===== src/rtl/alu_pkg.sv =====
// Shared ALU control codes and sequencer state encoding for the
// execute-stage ALU sharing logic.
package alu_pkg;

  localparam logic [2:0] ALU_AND = 3'b000;
  localparam logic [2:0] ALU_XOR = 3'b001;
  localparam logic [2:0] ALU_SLL = 3'b010;
  localparam logic [2:0] ALU_ADD = 3'b011;
  localparam logic [2:0] ALU_SUB = 3'b100;
  localparam logic [2:0] ALU_MUL = 3'b101;
  localparam logic [2:0] ALU_SRA = 3'b110;

  typedef enum logic [1:0] {
    IDLE = 2'd0,
    EXEC = 2'd1,
    RESP = 2'd2
  } state_t;

  function automatic logic is_mul(input logic [2:0] op);
    return op == ALU_MUL;
  endfunction

endpackage


===== src/rtl/alu_share_ctrl_rr_arb2.sv =====
// Two-way round-robin grant; a tie goes to the requester that did not win last.
module rr_arb2 (
  input  logic       en,
  input  logic [1:0] req,
  input  logic       last,
  output logic [1:0] grant
);

  always_comb begin
    grant = '0;
    if (en) begin
      unique case (req)
        2'b01:   grant = 2'b01;
        2'b10:   grant = 2'b10;
        2'b11:   grant = last ? 2'b01 : 2'b10;
        default: grant = '0;
      endcase
    end
  end

endmodule


===== src/rtl/alu_share_ctrl.sv =====
// Shares one execute-stage ALU between two requesters: round-robin accept,
// hold ALU inputs for the op latency, return the captured result.
module alu_share_ctrl
  import alu_pkg::*;
#(
  parameter int unsigned MUL_LAT = 3
) (
  input  logic        clk_i,
  input  logic        rst_i,
  input  logic [1:0]  req_valid_i,
  output logic [1:0]  req_ready_o,
  input  logic [5:0]  req_op_i,
  input  logic [63:0] req_a_i,
  input  logic [63:0] req_b_i,
  output logic [1:0]  resp_valid_o,
  input  logic [1:0]  resp_ready_i,
  output logic [31:0] resp_data_o,
  output logic [2:0]  alu_ctrl_o,
  output logic [31:0] alu_data1_o,
  output logic [31:0] alu_data2_o,
  input  logic [31:0] alu_result_i,
  output logic        busy_o
);

  localparam logic [3:0] MUL_CNT = 4'(MUL_LAT - 1);

  state_t      state, state_next;
  logic        last_grant;
  logic        owner;
  logic [3:0]  cnt;
  logic [1:0]  grant;
  logic        accept;
  logic        acc_idx;
  logic [2:0]  sel_op;
  logic [31:0] sel_a;
  logic [31:0] sel_b;

  rr_arb2 u_arb (
    .en    (state == IDLE),
    .req   (req_valid_i),
    .last  (last_grant),
    .grant (grant)
  );

  assign req_ready_o = grant;
  assign accept      = |(req_valid_i & grant);
  assign acc_idx     = grant[1];
  assign sel_op      = acc_idx ? req_op_i[5:3]  : req_op_i[2:0];
  assign sel_a       = acc_idx ? req_a_i[63:32] : req_a_i[31:0];
  assign sel_b       = acc_idx ? req_b_i[63:32] : req_b_i[31:0];

  always_ff @(posedge clk_i or negedge rst_i) begin
    if (!rst_i) begin
      state <= IDLE;
    end else begin
      state <= state_next;
    end
  end

  always_comb begin
    state_next   = state;
    resp_valid_o = '0;
    busy_o       = (state != IDLE);
    unique case (state)
      IDLE: begin
        if (accept) state_next = EXEC;
      end
      EXEC: begin
        if (cnt == '0) state_next = RESP;
      end
      RESP: begin
        resp_valid_o[owner] = 1'b1;
        if (resp_ready_i[owner]) state_next = IDLE;
      end
      default: state_next = IDLE;
    endcase
  end

  // ALU inputs are only written on accept so they stay stable through EXEC
  // and RESP; the result register is written once, on the last EXEC cycle.
  always_ff @(posedge clk_i or negedge rst_i) begin
    if (!rst_i) begin
      last_grant  <= 1'b1;
      owner       <= 1'b0;
      cnt         <= '0;
      alu_ctrl_o  <= '0;
      alu_data1_o <= '0;
      alu_data2_o <= '0;
      resp_data_o <= '0;
    end else begin
      if (accept) begin
        alu_ctrl_o  <= sel_op;
        alu_data1_o <= sel_a;
        alu_data2_o <= sel_b;
        last_grant  <= acc_idx;
        owner       <= acc_idx;
        cnt         <= is_mul(sel_op) ? MUL_CNT : '0;
      end
      if (state == EXEC) begin
        if (cnt != '0) begin
          cnt <= cnt - 4'd1;
        end else begin
          resp_data_o <= alu_result_i;
        end
      end
    end
  end

endmodule


===== config.mk =====
export PLATFORM = sky130hd
export DESIGN_NAME = alu_share_ctrl
export DESIGN_NICKNAME = d
export VERILOG_FILES = /design/src/rtl/alu_pkg.sv /design/src/rtl/alu_share_ctrl_rr_arb2.sv /design/src/rtl/alu_share_ctrl.sv
export SDC_FILE = /design/constraint.sdc
export NUM_CORES = 1
export LEC_CHECK = 0
export BUFFER_PORTS_ARGS = -buffer_cell sky130_fd_sc_hd__buf_2
export CAP_MARGIN = 15
export CELL_PAD_IN_SITES_DETAIL_PLACEMENT = 0
export CELL_PAD_IN_SITES_GLOBAL_PLACEMENT = 1
export CORE_MARGIN = 4
export CORE_UTILIZATION = 25
export DETAILED_ROUTE_END_ITERATION = 10
export PLACE_DENSITY_LB_ADDON = 0.15
export SYNTH_ARGS = -nofsm -noshare
export SYNTH_HDL_FRONTEND = slang
export SYNTH_SLANG_ARGS = --single-unit

===== constraint.sdc =====
create_clock -name clk_i -period 1.8 [get_ports clk_i]
set_clock_uncertainty 0.05 [all_clocks]
set_input_delay 0 -clock clk_i [delete_from_list [all_inputs] [get_ports clk_i]]
set_output_delay 0 -clock clk_i [all_outputs]
set_load 0.005 [all_outputs]

# After elaboration in Yosys (flattened, before gate mapping)
# Index checks and enable logic that the tools add are counted.
# Widths: inputs -> output; s select.
# totals
reg_bits	107
output_inout_bits	104
# classes
add_sub_neg	1
n_lt_le_gt_ge	2
n_eq_ne	9
mux	19
bitwise_logic	2
reduce_logical	8
# ops
op	count
$mux 32	2
$mux 2	7
$mux 4	3
$pmux 2 s3	2
$eq 2x2->1 const B	3
$ne 2x2->1 const B	3
$eq 2x1->1 const B	2
$logic_not 4->1	1
$reduce_bool 4->1	1
$sub 4x1->4 const B	1
$eq 3x3->1 const B	1
$mux 1	3
$mux 3	1
$reduce_and 3->1	1
$and 2x2->2	1
$logic_not 2->1	1
$lt 1x2->1 const B	1
$reduce_and 2->1	1
$reduce_bool 2->1	1
$reduce_or 2->1	1
$demux 1 s1	1
$ge 1x1->1 const B	1
$logic_and 1x1->1	1
$not 1->1	1

# Logic depth before layout (Yosys ltp)
# depth
ltp_word	9
mapped_depth	7
depth_no_buf	6

# Hierarchy
# A second synthesis with hierarchy kept.
# unflattened
cells_unflattened	409
hier_area_um2	4848.4
# by_module_without_submodules
module	instances	cells_per_inst	area_per_inst_um2	seq_area_each_um2
alu_share_ctrl	1	404	4827.1	2678.8
rr_arb2	1	5	21.3	0.0

# Worst setup path before layout
# No wires, ideal clock.
# synth_path
path_type	register to register
startpoint	register cnt[0]
endpoint	register resp_data_o[10]
setup_time_ps	125
arrival_ps	1508
required_ps	1625
path_slack_ps	117
stages_incl_launch_ff	7
n_path_buf	1
path_cell_list	dfrtp_1 inv_1 ha_1 nor3b_2 nand3b_1 buf_2 mux2_2
# synth_between
elab_chain_len	3
# synth_rtl
element	line	text
from (decl)	alu_share_ctrl.sv:30	logic [3:0] cnt;
from (signal assigned)	alu_share_ctrl.sv:97	cnt <= is_mul(sel_op) ? MUL_CNT : '0;
from (signal assigned)	alu_share_ctrl.sv:101	cnt <= cnt - 4'd1;
$reduce_bool 4->1	alu_share_ctrl.sv:100	if (cnt != '0) begin
$not 1->1 (no line)	-	
$reduce_and 2->1 (no line)	-	
to (signal assigned)	alu_share_ctrl.sv:103	resp_data_o <= alu_result_i;
to (decl)	alu_share_ctrl.sv:17	output logic [31:0] resp_data_o,
# No other way between the ends.
# A chain may end at the register's enable or synchronous reset.

# Final worst setup path
# layout_path
startpoint	register cnt[0]
endpoint	register resp_data_o[16]
# The elaborated chain is that of the path after synthesis.

==> out/results.ini <==
[setup_path]
start_kind=register
worstReg2RegStart=cnt[0]
slowest_stage=dfrtp_1
path_class=reg -> reg
cp.arrival_ns=1.87
crit_family=flip-flops
end_kind=register
critPathMaxFanout=33
crit_buf_inv=2
cp_data_required_time_ns=1.98
cp-startpoint=cnt[0]
crit_chain=inv_1, ha_1, nor3b_4, nand3b_1, buf_12, mux2_2
slowest_delay_ns=0.40

[logic_synthesis]
avgSynthCellArea_sq_um=11.0
synth_top_cells_by_area=dfrtp_1 59%, o22ai_1 8.9%, mux2_2 8.0%
yosysTopAreaCell=dfrtp_1
synth_cells=408
synth_warnings=0
synth_cell_types=33
ys_ff_latch=107
synth_top_cell_area_share=0.593
netlist_area_sq_um=4480
yosysSeqAreaShare=0.598
postSynthNetCount=581

[power]
p_per_area_nw_per_um2=1370
leakagePower_uw=0.00397
peakVddDrop_mv=0.572

[floorplan]
die-area_sq_um=20100
core_sq_um=17400
pin_count=276
fp.dieW_microns=142
die_h_microns=142
floorplan.initialDensity=0.257
rows=48

[drt]
viasPerCell=4.46
drtIter0Drc=185
first_pass_iters=4
totalWireLength_microns=16500
route.detailed.drc=0
via_count=4782
routedWlPerCell_microns=15.4
drtAntennaViolNets=0

[clocking]
cts.sinks=107
cts_tree=yes
clock-root-buffer=clkbuf_16
cts_buffer_depth=2
path_clk_slew_ns=0.07
cts_buffers=9
htree_levels=3
clock_latency_ns=0.34

[timing]
hold_viol_final=0
tightest_slew_ns=0.572
finalCritPeriodShare=0.942
setup_slack_ns=0.104
finalSetupViolCount=0
maxSlewHeadroom=0.618
tns_ns=0
rsz0062_at_grt=no
period_needed_ns=1.70
final-max-slew-violation-count=0
fin_hold_ws_ns=0.0251
clock.fmax_mhz=590

[final_layout]
final_util=0.471
n_antenna_cell=0
syn_to_final_growth_pct=83.1
drive_above_1_share=0.407
num-nets-final=1016

[global_routing]
grt_max_degree=108
grt_pass1_vias=5197
antenna_found_initial=0
overflow=0
grt_use_total=0.160
grt_pass1_wl_microns=25500

[hold_path]
hold_start=req_b_i[39]
hold_path_class=in -> reg

[placement]
dp_slack_ns=0.0940
hpwl_microns=10300
place_congestion=0.781
port_buffers=275

[status]
outcome=completed

[flow_run]
cap_viol_max_count=0

per-stage QoR:
step / area, sq um / total power (uW) / std cells
after floorplan: 4480 / 6600 / 408
after global placement: 6110 / 8590 / 885
after detailed placement: 6110 / 8690 / 885
after CTS: 8120 / 11200 / 1067
after global routing: 8200 / 12100 / 1073
final: 8200 / 11200 / 1073
tightest hold or removal path, delay by kind of cell:
family / cells / cell delay (ns)
AOI/OAI and AO/OA: 2 / 0.30
buffers and inverters: 1 / 0.08
layout make-up:
type	count	area (sq um)
clock buffer	11	253
timing repair buffer	456	3280
fill	1616	9220
tap	225	282
multi-input combinational	266	1640
inverter	3	11.3
sequential	107	2680
clock inverter	5	58.8
layout by cell type, fill, tap and decap left out, drive strengths merged, types with 3 or more instances in the layout:
cell type and n:
dfrtp 106, o22ai 64, buf 288, mux2i 5
inv 4, or2 3, o21ai 67, nor2 5
nor2b 3, dlygate4sd3 166, mux2 32, clkbuf 12
nand2 69
state kept, by name, indices dropped and copies added (netlist names):
signal and count:
alu_ctrl_o 3, alu_data1_o 32, alu_data2_o 32, cnt 4, last_grant 1, owner 1
resp_data_o 32, state 2
where the power goes:
part           internal [uW]  switching (uW)  leakage [uW]
sequential              3610             600       0.00130
clock                   1160             899      0.000148
combinational           2570            2360       0.00253
kinds of logic after synthesis:
kind of cell,after synthesis,synth area share
compound gates,140,0.184
flops,107,0.598
simple gates,87,0.0838
mux,37,0.0917
buf+inv,35,0.0377
xor+xnor,1,0.00196
fa+ha+maj,1,0.00279
layer usage:
layer	vias to the layer above	routed length, microns	GRT usage	share of wire
li1	2338	-	-	-
met1	2201	6640	0.183	0.40
met2	207	8020	0.276	0.49
met3	36	1320	0.0526	0.080
met4	0	495	0.0601	0.030
met5	-	0	0	0
timing repair:
item / 4_1_cts / 5_1_grt
cloned: 1 / 1
setup endpoints to repair: 1 / 12
hold buffers: 165 / 1
resized for setup: 3 / 3
endpoints found under the hold margin: 205 / 1
buffers inserted: 0 / 4
synthesized netlist by cell type:
cell / count
a21bo_2: 1
a21o_1: 2
a22o_1: 2
a31oi_1: 1
a32o_1: 1
buf_2: 15
buf_4: 1
buf_6: 2
clkbuf_1: 14
dfrtp_1: 106
dfstp_2: 1
ha_1: 1
inv_1: 3
mux2_2: 32
mux2i_1: 5
nand2_1: 69
nand2b_1: 2
nand3b_1: 1
nor2_1: 4
nor2_4: 1
nor2b_1: 3
nor3_1: 1
nor3b_2: 1
o21ai_0: 66
o21ai_1: 1
o21bai_4: 1
o22ai_1: 64
o311ai_0: 1
or2_1: 1
or2_2: 1
or2_4: 1
or3_1: 2
xor2_1: 1
final timing paths:
kind,slack (ns),cells after the start,to
worst min register to register,0.43,2,alu_data2_o[20]
worst min-delay path,0.03,3,alu_data2_o[7]
max in group asynchronous,1.05,3,alu_data1_o[14]
worst max register to register,0.10,6,resp_data_o[16]
worst max-delay path,0.10,6,resp_data_o[16]
min in group asynchronous,0.21,3,alu_data1_o[29]
Power figures use the tool's default switching activity.
